## src/rtl/irq_ad48_pkg.sv

```systemverilog
// Shared constants for the AD48 interrupt controller: register map,
// FSM state encoding and STATUS field offsets.
package irq_ad48_pkg;

   localparam logic [1:0] REG_PENDING = 2'd0;
   localparam logic [1:0] REG_ENABLE  = 2'd1;
   localparam logic [1:0] REG_EDGE    = 2'd2;
   localparam logic [1:0] REG_STATUS  = 2'd3;

   typedef enum logic [1:0] {
      ST_IDLE    = 2'd0,
      ST_REQ     = 2'd1,
      ST_SERVICE = 2'd2
   } irq_state_e;

   // STATUS = {zero-pad, in_service, irq_req, irq_id}; offsets of the
   // flag bits are relative to ID_W (irq_id occupies the low ID_W bits).
   localparam int STAT_REQ_REL   = 0;
   localparam int STAT_INSVC_REL = 1;

endpackage

```

## src/rtl/irq_prio_enc.sv

```systemverilog
// Fixed-priority encoder: lowest set index wins.
module irq_prio_enc #(
   parameter int IRQ_LINES = 4,
   parameter int ID_W      = 4
) (
   input  logic [IRQ_LINES-1:0] req_i,
   output logic                 any_valid_o,
   output logic [ID_W-1:0]      idx_o
);

   // Scan from the top down so the lowest set index is the last one written.
   always_comb begin
      any_valid_o = |req_i;
      idx_o       = '0;
      for (int i = IRQ_LINES - 1; i >= 0; i--) begin
         if (req_i[i]) idx_o = ID_W'(i);
      end
   end

endmodule

```

## src/rtl/irq_ctrl_ad48.sv

```systemverilog
// Interrupt controller in front of the cpu_ad48 irq interface.
// Optional build macro: IRQ_SYNC_EN adds a 2-flop synchronizer per src line.
module irq_ctrl_ad48
   import irq_ad48_pkg::*;
#(
   parameter int IRQ_LINES = 4,
   parameter int ID_W      = 4
) (
   input  logic                 clk,
   input  logic                 resetn,
   input  logic [IRQ_LINES-1:0] src,
   input  logic                 cfg_we,
   input  logic [1:0]           cfg_addr,
   input  logic [IRQ_LINES-1:0] cfg_wdata,
   output logic [IRQ_LINES-1:0] cfg_rdata,
   output logic                 irq_req,
   output logic [ID_W-1:0]      irq_id,
   input  logic                 irq_ack,
   input  logic                 irq_eoi
);

   // state      | meaning
   // ST_IDLE    | no request outstanding, waiting for an eligible line
   // ST_REQ     | irq_req high, irq_id frozen, waiting for ack or withdrawal
   // ST_SERVICE | core is servicing irq_id, no nesting, waiting for eoi

   logic [IRQ_LINES-1:0] src_s;
   logic [IRQ_LINES-1:0] src_q;
   logic [IRQ_LINES-1:0] pend_q, pend_d;
   logic [IRQ_LINES-1:0] en_q, en_d;
   logic [IRQ_LINES-1:0] edge_q, edge_d;
   irq_state_e           state_q, state_d;
   logic [ID_W-1:0]      irq_id_q, irq_id_d;

   logic [IRQ_LINES-1:0] eligible;
   logic [IRQ_LINES-1:0] sel_mask;
   logic [IRQ_LINES-1:0] w1c_mask;
   logic [IRQ_LINES-1:0] ack_mask;
   logic [IRQ_LINES-1:0] rise;
   logic                 enc_valid;
   logic [ID_W-1:0]      enc_idx;
   logic                 in_service;
   logic [ID_W+1:0]      status_raw;

`ifdef IRQ_SYNC_EN
   logic [IRQ_LINES-1:0] sync1_q, sync2_q;

   // Two-stage synchronizer on the raw event lines.
   always_ff @(posedge clk or negedge resetn) begin
      if (!resetn) begin
         sync1_q <= '0;
         sync2_q <= '0;
      end else begin
         sync1_q <= src;
         sync2_q <= sync1_q;
      end
   end

   assign src_s = sync2_q;
`else
   assign src_s = src;
`endif

   irq_prio_enc #(
      .IRQ_LINES (IRQ_LINES),
      .ID_W      (ID_W)
   ) u_prio_enc (
      .req_i       (eligible),
      .any_valid_o (enc_valid),
      .idx_o       (enc_idx)
   );

   assign eligible   = pend_q & en_q;
   assign rise       = src_s & ~src_q;
   assign irq_req    = (state_q == ST_REQ);
   assign in_service = (state_q == ST_SERVICE);
   assign irq_id     = irq_id_q;

   // Pending/enable/edge next-state; on an edge line a new rising edge beats a same-cycle clear.
   always_comb begin
      sel_mask = '0;
      for (int i = 0; i < IRQ_LINES; i++) begin
         sel_mask[i] = (irq_id_q == ID_W'(i));
      end
      w1c_mask = (cfg_we && cfg_addr == REG_PENDING) ? cfg_wdata : '0;
      ack_mask = (state_q == ST_REQ && irq_ack) ? sel_mask : '0;
      pend_d   = (edge_q & ((pend_q & ~(w1c_mask | ack_mask)) | rise))
               | (~edge_q & src_s);
      en_d     = (cfg_we && cfg_addr == REG_ENABLE) ? cfg_wdata : en_q;
      edge_d   = (cfg_we && cfg_addr == REG_EDGE)   ? cfg_wdata : edge_q;
   end

   // Request/claim/complete sequencing.
   always_comb begin
      state_d  = state_q;
      irq_id_d = irq_id_q;
      unique case (state_q)
         ST_IDLE: begin
            if (enc_valid) begin
               state_d  = ST_REQ;
               irq_id_d = enc_idx;
            end
         end
         ST_REQ: begin
            if (irq_ack)                          state_d = ST_SERVICE;
            else if ((eligible & sel_mask) == '0) state_d = ST_IDLE;
         end
         ST_SERVICE: begin
            if (irq_eoi) state_d = ST_IDLE;
         end
         default: state_d = ST_IDLE;
      endcase
   end

   // All controller state, cleared asynchronously.
   always_ff @(posedge clk or negedge resetn) begin
      if (!resetn) begin
         src_q    <= '0;
         pend_q   <= '0;
         en_q     <= '0;
         edge_q   <= '0;
         state_q  <= ST_IDLE;
         irq_id_q <= '0;
      end else begin
         src_q    <= src_s;
         pend_q   <= pend_d;
         en_q     <= en_d;
         edge_q   <= edge_d;
         state_q  <= state_d;
         irq_id_q <= irq_id_d;
      end
   end

   // Combinational register read-back; STATUS is truncated/padded to IRQ_LINES bits.
   always_comb begin
      status_raw                          = '0;
      status_raw[ID_W-1:0]                = irq_id_q;
      status_raw[ID_W + STAT_REQ_REL]     = irq_req;
      status_raw[ID_W + STAT_INSVC_REL]   = in_service;
      cfg_rdata                           = '0;
      unique case (cfg_addr)
         REG_PENDING: cfg_rdata = pend_q;
         REG_ENABLE:  cfg_rdata = en_q;
         REG_EDGE:    cfg_rdata = edge_q;
         REG_STATUS:  cfg_rdata = IRQ_LINES'(status_raw);
         default:     cfg_rdata = '0;
      endcase
   end

endmodule

```

## config.mk

```make
export PLATFORM = sky130hd
export DESIGN_NAME = irq_ctrl_ad48
export DESIGN_NICKNAME = d
export VERILOG_FILES = /design/src/rtl/irq_ad48_pkg.sv /design/src/rtl/irq_prio_enc.sv /design/src/rtl/irq_ctrl_ad48.sv
export SDC_FILE = /design/constraint.sdc
export NUM_CORES = 1
export LEC_CHECK = 0
export CAP_MARGIN = 20
export CORE_MARGIN = 2
export CORE_UTILIZATION = 43
export CTS_CLUSTER_SIZE = 8
export DETAILED_ROUTE_END_ITERATION = 10
export GPL_ROUTABILITY_DRIVEN = 0
export PLACE_DENSITY = 0.74
export SYNTH_ARGS = -nofsm -noshare
export SYNTH_HDL_FRONTEND = slang
export SYNTH_SLANG_ARGS = --single-unit
export TNS_END_PERCENT = 30
```

## constraint.sdc

```tcl
create_clock -name clk -period 1.2 [get_ports clk]
set_input_delay 0.24 -clock clk [delete_from_list [all_inputs] [get_ports clk]]
set_output_delay 0.24 -clock clk [all_outputs]
set_load 0.1 [all_outputs]
```

==> Word-level counts from Yosys, hierarchy flattened <==
Index checks and enable logic that the tools add are counted.
{ "word_totals": {"register_bits": 22, "output_inout_bits": 9, "input_bits": 15} }
{ "classes": {"bitwise_logic": 12, "n_eq_ne": 11, "reduce_logical": 11, "n_mux": 12} }
{ "op_table": {"columns": ["op", "count"], "rows": [
  ["$and 4x4->4", 6],
  ["$mux 2", 8],
  ["$pmux 4 s4", 1],
  ["$not 4->4", 3],
  ["$or 4x4->4", 3],
  ["$eq 4x2->1 const B", 2],
  ["$logic_not 4->1", 2],
  ["$mux 4", 2],
  ["$eq 2x2->1 const B", 3],
  ["$pmux 2 s3", 1],
  ["$eq 2x1->1 const B", 2],
  ["$eq 4x1->1 const B", 1],
  ["$logic_and 1x1->1", 4],
  ["$logic_not 2->1", 2],
  ["$ne 2x2->1 const B", 2],
  ["$reduce_or 4->1", 1],
  ["$ne 3x1->1 const B", 1],
  ["$reduce_and 3->1", 1],
  ["$reduce_and 2->1", 1]
]} }

==> Depth between registers and ports, before layout <==
{ "depth": {"depth_word": 9, "depth_mapped": 5, "depth_no_buf": 4} }

==> Hierarchy <==
Synthesis repeated with hierarchy kept, for this count alone.
{ "unflattened": {"cells_unflattened": 91, "hier_area_um2": 1129.8} }
{ "by_module_without_submodules": {"columns": ["mod", "cells_per_inst", "area_each_um2", "instances"], "rows": [
  ["irq_ctrl_ad48", 81, 1076.0, 1],
  ["irq_prio_enc", 10, 53.8, 1]
]} }

==> Worst setup path after synthesis <==
OpenSTA, ideal clock, no wires.
{ "synth_timing": {"path_type": "in2out", "startpoint": "input cfg_addr[0]", "endpoint": "output cfg_rdata[2]", "stages": 3, "t_arrival_ns": 2.636, "required_ns": 0.960, "setup_slack_ns": -1.676, "cell_sequence": "buf_2 -> mux2i_1 -> o21ai_0"} }
{ "synth_between": {"elab_chain_len": 2, "word_cells_on_any_way": 5, "classes_between": "eq/ne (3); mux (1); reduce/logical (1)"} }
{ "synth_lines": {"columns": ["item", "line_no", "source"], "rows": [
  ["start: declaration", "irq_ctrl_ad48.sv:13", "input logic [1:0] cfg_addr,"],
  ["$eq 2x2->1, or another cell as far along", "irq_ctrl_ad48.sv:141", "unique case (cfg_addr)"],
  ["$pmux 4 s4 (*)", "irq_ctrl_ad48.sv:141", null],
  ["end: declaration", "irq_ctrl_ad48.sv:15", "output logic [IRQ_LINES-1:0] cfg_rdata,"]
]} }
Every way passes the cells marked *; elsewhere a longest branch is shown, timed or not.

==> Final worst setup path <==
{ "layout_timing": {"startpoint": "register irq_id_q[1] (netlist: irq_id[1])", "endpoint": "output cfg_rdata[1]"} }
{ "layout_between": {"elab_chain_len": 1} }
{ "layout_lines": {"columns": ["item", "line_no", "source"], "rows": [
  ["start: declaration", "irq_ctrl_ad48.sv:33", "logic [ID_W-1:0] irq_id_q, irq_id_d;"],
  ["start signal: assignment", "irq_ctrl_ad48.sv:130", "irq_id_q <= irq_id_d;"],
  ["$pmux 4 s4", "irq_ctrl_ad48.sv:141", null]
]} }
Every way passes these cells.

==> PnR_summary.wiki <==
{| class="wikitable"
! Metric !! Value
|-
| Outcome || finished, violations left
|-
| Final number of max-transition violations || 0
|-
| Largest area contributor in the synthesized netlist || sky130_fd_sc_hd__dfrtp_1
|-
| Root Driver || sky130_fd_sc_hd__clkbuf_4
|-
| Part of the Yosys area used for sequential elements || 0.5076
|-
| Area of the multi-input gates || approximately 540 µm²
|-
| Highest clock rate || 0.5743 GHz
|-
| Proportion of layout cells with a drive suffix above 1 || 0.4351
|-
| Commonest register cell after synthesis || sky130_fd_sc_hd__dfrtp_1
|-
| Count of cells along the worst register-to-register path || 3
|-
| First-pass GRT wire length || ~3900 µm
|-
| Largest vdd supply drop || approximately 1500 µV
|-
| Total power || around 3600 µW
|-
| Area occupied by registers || roughly 500 µm²
|-
| Fillers || roughly 150
|-
| Die Span X || about 52 µm
|-
| Total DRC errors in the routed layout || 0
|-
| Detailed placer's ending HPWL || 1763 µm
|-
| Sequential share of power || 0.277
|-
| EDFF count, synth || 0
|-
| Yosys warns || 0
|-
| Min Clock Period, post-route || 1741 ps
|-
| Number of nets still failing antenna checks after routing || 0
|-
| Antenna diode instance count || 0
|-
| Pwr/cell area || around 2200 mW/mm²
|-
| Worst reg2reg endpoint || state_q[0]$_DFFE_PN0P_
|-
| Total of flip-flops plus latches after synthesis || 20
|-
| Final non-filler cell area || ~0.0016 mm²
|-
| Startpoint of the most critical register-to-register path || irq_id[0]$_DFFE_PN0P_
|-
| Initial antenna violation count || 0
|-
| Number of hold-slack violations in the final timing report || 0
|-
| Switching Power || 1515 µW
|-
| Signal arrival time at the worst endpoint || 1500 ps
|-
| Post-place instance area || around 0.0015 mm²
|-
| Syn Std Cell Area || about 990 µm²
|-
| Register-to-register path setup slack || -170 ps
|-
| Overall fraction of global-route tracks in use || 0.2036
|-
| Synthesized area per cell || ~11 µm²
|-
| Area fraction of the dominant cell type after synthesis || 0.5076
|-
| CTS Sinks || 20
|-
| Via-to-Cell Ratio || 5.346
|-
| Leak || about 0.00071 µW
|-
| GRT Residual Overflow || 0
|-
| Drt first-iter violations || 4
|-
| Failing checks || negative setup slack
|-
| Setup repair after global routing missed its margin || yes
|-
| Clock-pin slew of the registers on the worst-case setup and hold paths || ~130 ps
|-
| Area added between synthesis and finish || 62.94%
|-
| Cells after Synth || slightly below 90
|-
| Fraction of power consumed by the clock network || 0.154
|-
| Startpoint types || flop
|-
| Maximum buffer depth of the clock tree || 2
|-
| Max-cap violations || 0
|-
| Switching power share of the total || 0.4196
|-
| Least setup slack across all paths after layout || -541.1 ps
|-
| Later-pin clock latency in the skew report || approximately 300 ps
|-
| Drt pass-1 iters || 4
|-
| Inserted Clock Buffers || 3
|-
| I/O pin count || 24
|-
| Worst clock skew on the final layout || around 8.5 ps
|-
| Required time at the worst-slack endpoint || around 960 ps
|-
| Setup Viol. Count Final || 10
|-
| Total wirelength of the detailed-routed design || around 2500 µm
|-
| Proportion of register bits with asynchronous set or reset after synthesis || 1.000
|-
| Row count || 17
|-
| # nets final || approximately 150
|-
| Type of the worst setup path || flop to output pin
|-
| Largest cells by area after synthesis || sky130_fd_sc_hd__dfrtp_1, sky130_fd_sc_hd__nand2_1, sky130_fd_sc_hd__mux4_2
|-
| Class of the most critical hold timing path || primary input to async pin
|-
| Number of hold buffers added after cts || 0
|-
| Share of total power in combinational logic || 0.569
|-
| Total via count in the routed design || 850
|-
| Final cycle utilization of the critical path || 1.451
|-
| Sort of element at the end of the critical path || output pin
|-
| Largest driver fanout on the critical path || 2
|-
| Total die area || 0.002692 mm²
|-
| Via count of the first global-routing pass || slightly below 900
|-
| Initial core utilization || 0.4500
|-
| Final routed wire length divided by cell count || about 16 µm
|-
| Most frequent cells after synthesis || sky130_fd_sc_hd__dfrtp_1, sky130_fd_sc_hd__nand2_1, sky130_fd_sc_hd__nor2_1
|-
| Clock tree from TritonCTS || yes
|-
| H-tree Lvls || 1
|-
| Maximum number of pins on one net before global-route repair || 21
|-
| Distinct cells, synth || 28
|-
| Most used standard cell by instance count after synthesis || sky130_fd_sc_hd__dfrtp_1
|-
| Core region area || about 0.0022 mm²
|-
| Die extent in y || about 52 µm
|-
| Internal Power || ~2100 µW
|-
| Port bufs || 21
|}
[worst max-delay path, stage by stage (launching register included)]
cell and delay [ps]:
sky130_fd_sc_hd__dfrtp_4 500, sky130_fd_sc_hd__mux4_2 510, sky130_fd_sc_hd__buf_12 190
[metal layers]
layer  GRT usage  vias to the layer above  part of all wire
met5           0                        -                 0
met4     0.09211                        0             0.011
met3     0.03161                        4             0.031
met2      0.3397                       18              0.52
met1      0.2590                      431              0.44
li1            -                      397                 -
[power by group through the flow]
stage / Sequential, µW / Clock [µW] / Combinational, µW
after CTS: 973 / 569 / 2020
after floorplan: 1240 / 0 / 884
after global routing: 1020 / 599 / 2150
final: 998 / 557 / 2060
after global placement: 964 / 0 / 1920
after detailed placement: 978 / 0 / 1940
[cell usage in the layout (no fill, tap or decap), drive strengths merged]
cell type,count
o41ai,1
a22o,1
nand3,3
nor3,1
mux2i,2
o21ai,4
nor2b,2
nand3b,3
conb,2
mux4,3
inv,1
dfrtp,20
nor3b,2
clkbuf,3
a221oi,1
a21boi,1
nor2,6
a21oi,1
dlymetal6s2s,1
clkdlybuf4s50,11
a21o,1
buf,28
clkdlybuf4s15,1
nand4,1
nand2,18
bufinv,1
a211oi,2
mux2,9
dlygate4sd2,1
[final cells by class]
type / count / share of cell area
clock buffers: 3 / 0.01402
clock inverters: 1 / 0.01869
repair buffers: 42 / 0.2897
inverters: 1 / 0.002336
well taps: 28 / 0.02181
multi-input cells: 64 / 0.3357
flip-flops and latches: 20 / 0.3178
[per-stage QoR]
| step | cells | worst slack [ps] | utilization | setup TNS (ps) | hold slack, ps |
|---|---|---|---|---|---|
| floorplan | 89 | -452.1 | - | -1978 | -55.59 |
| global placement | 153 | -614.6 | 0.6688 | -8816 | 495.6 |
| detailed placement | 153 | -635.5 | 0.6688 | -9050 | 503.5 |
| CTS | 159 | -541.2 | 0.7167 | -2726 | 269.7 |
| global route | 159 | -587.3 | 0.7333 | -3317 | 258.5 |
| finish | 159 | -541.1 | 0.7333 | -2672 | 263.7 |
[how the worst max path moves through the flow]
stage | slack, ps | end | cells after the start | start
CTS | -540 | cfg_rdata[1] | 2 | irq_id[1]$_DFFE_PN0P_
detailed placement | -640 | edge_q[0]$_DFFE_PN0P_ | 5 | cfg_addr[0]
floorplan | -450 | cfg_rdata[0] | 1 | irq_id[0]$_DFFE_PN0P_
global route | -590 | cfg_rdata[0] | 2 | irq_id[0]$_DFFE_PN0P_
global placement | -610 | cfg_rdata[1] | 3 | cfg_addr[0]
finish | -540 | cfg_rdata[1] | 2 | irq_id[1]$_DFFE_PN0P_
[what timing repair did]
action | CTS | global route
gates resized for setup | 13 | 11
buffers inserted | 2 | 0
endpoints found under the hold margin | 0 | 0
endpoints found under the setup margin | 21 | 16
pin swaps | 2 | 1
[flip-flops by register name (all words and copies together) (netlist names)]
name and flops:
edge_q 4, en_q 4, pend_q 4, src_q 4, irq_id 2, state_q 2
[cell families after synthesis]
logic type	synth area share
AND/OR/NAND/NOR	0.1738
multiplexers	0.1954
flip-flops	0.5076
buffers and inverters	0.02918
other	0.003803
AO/OA/AOI/OAI	0.09011
No activity file was read; power rests on OpenSTA's default activity.
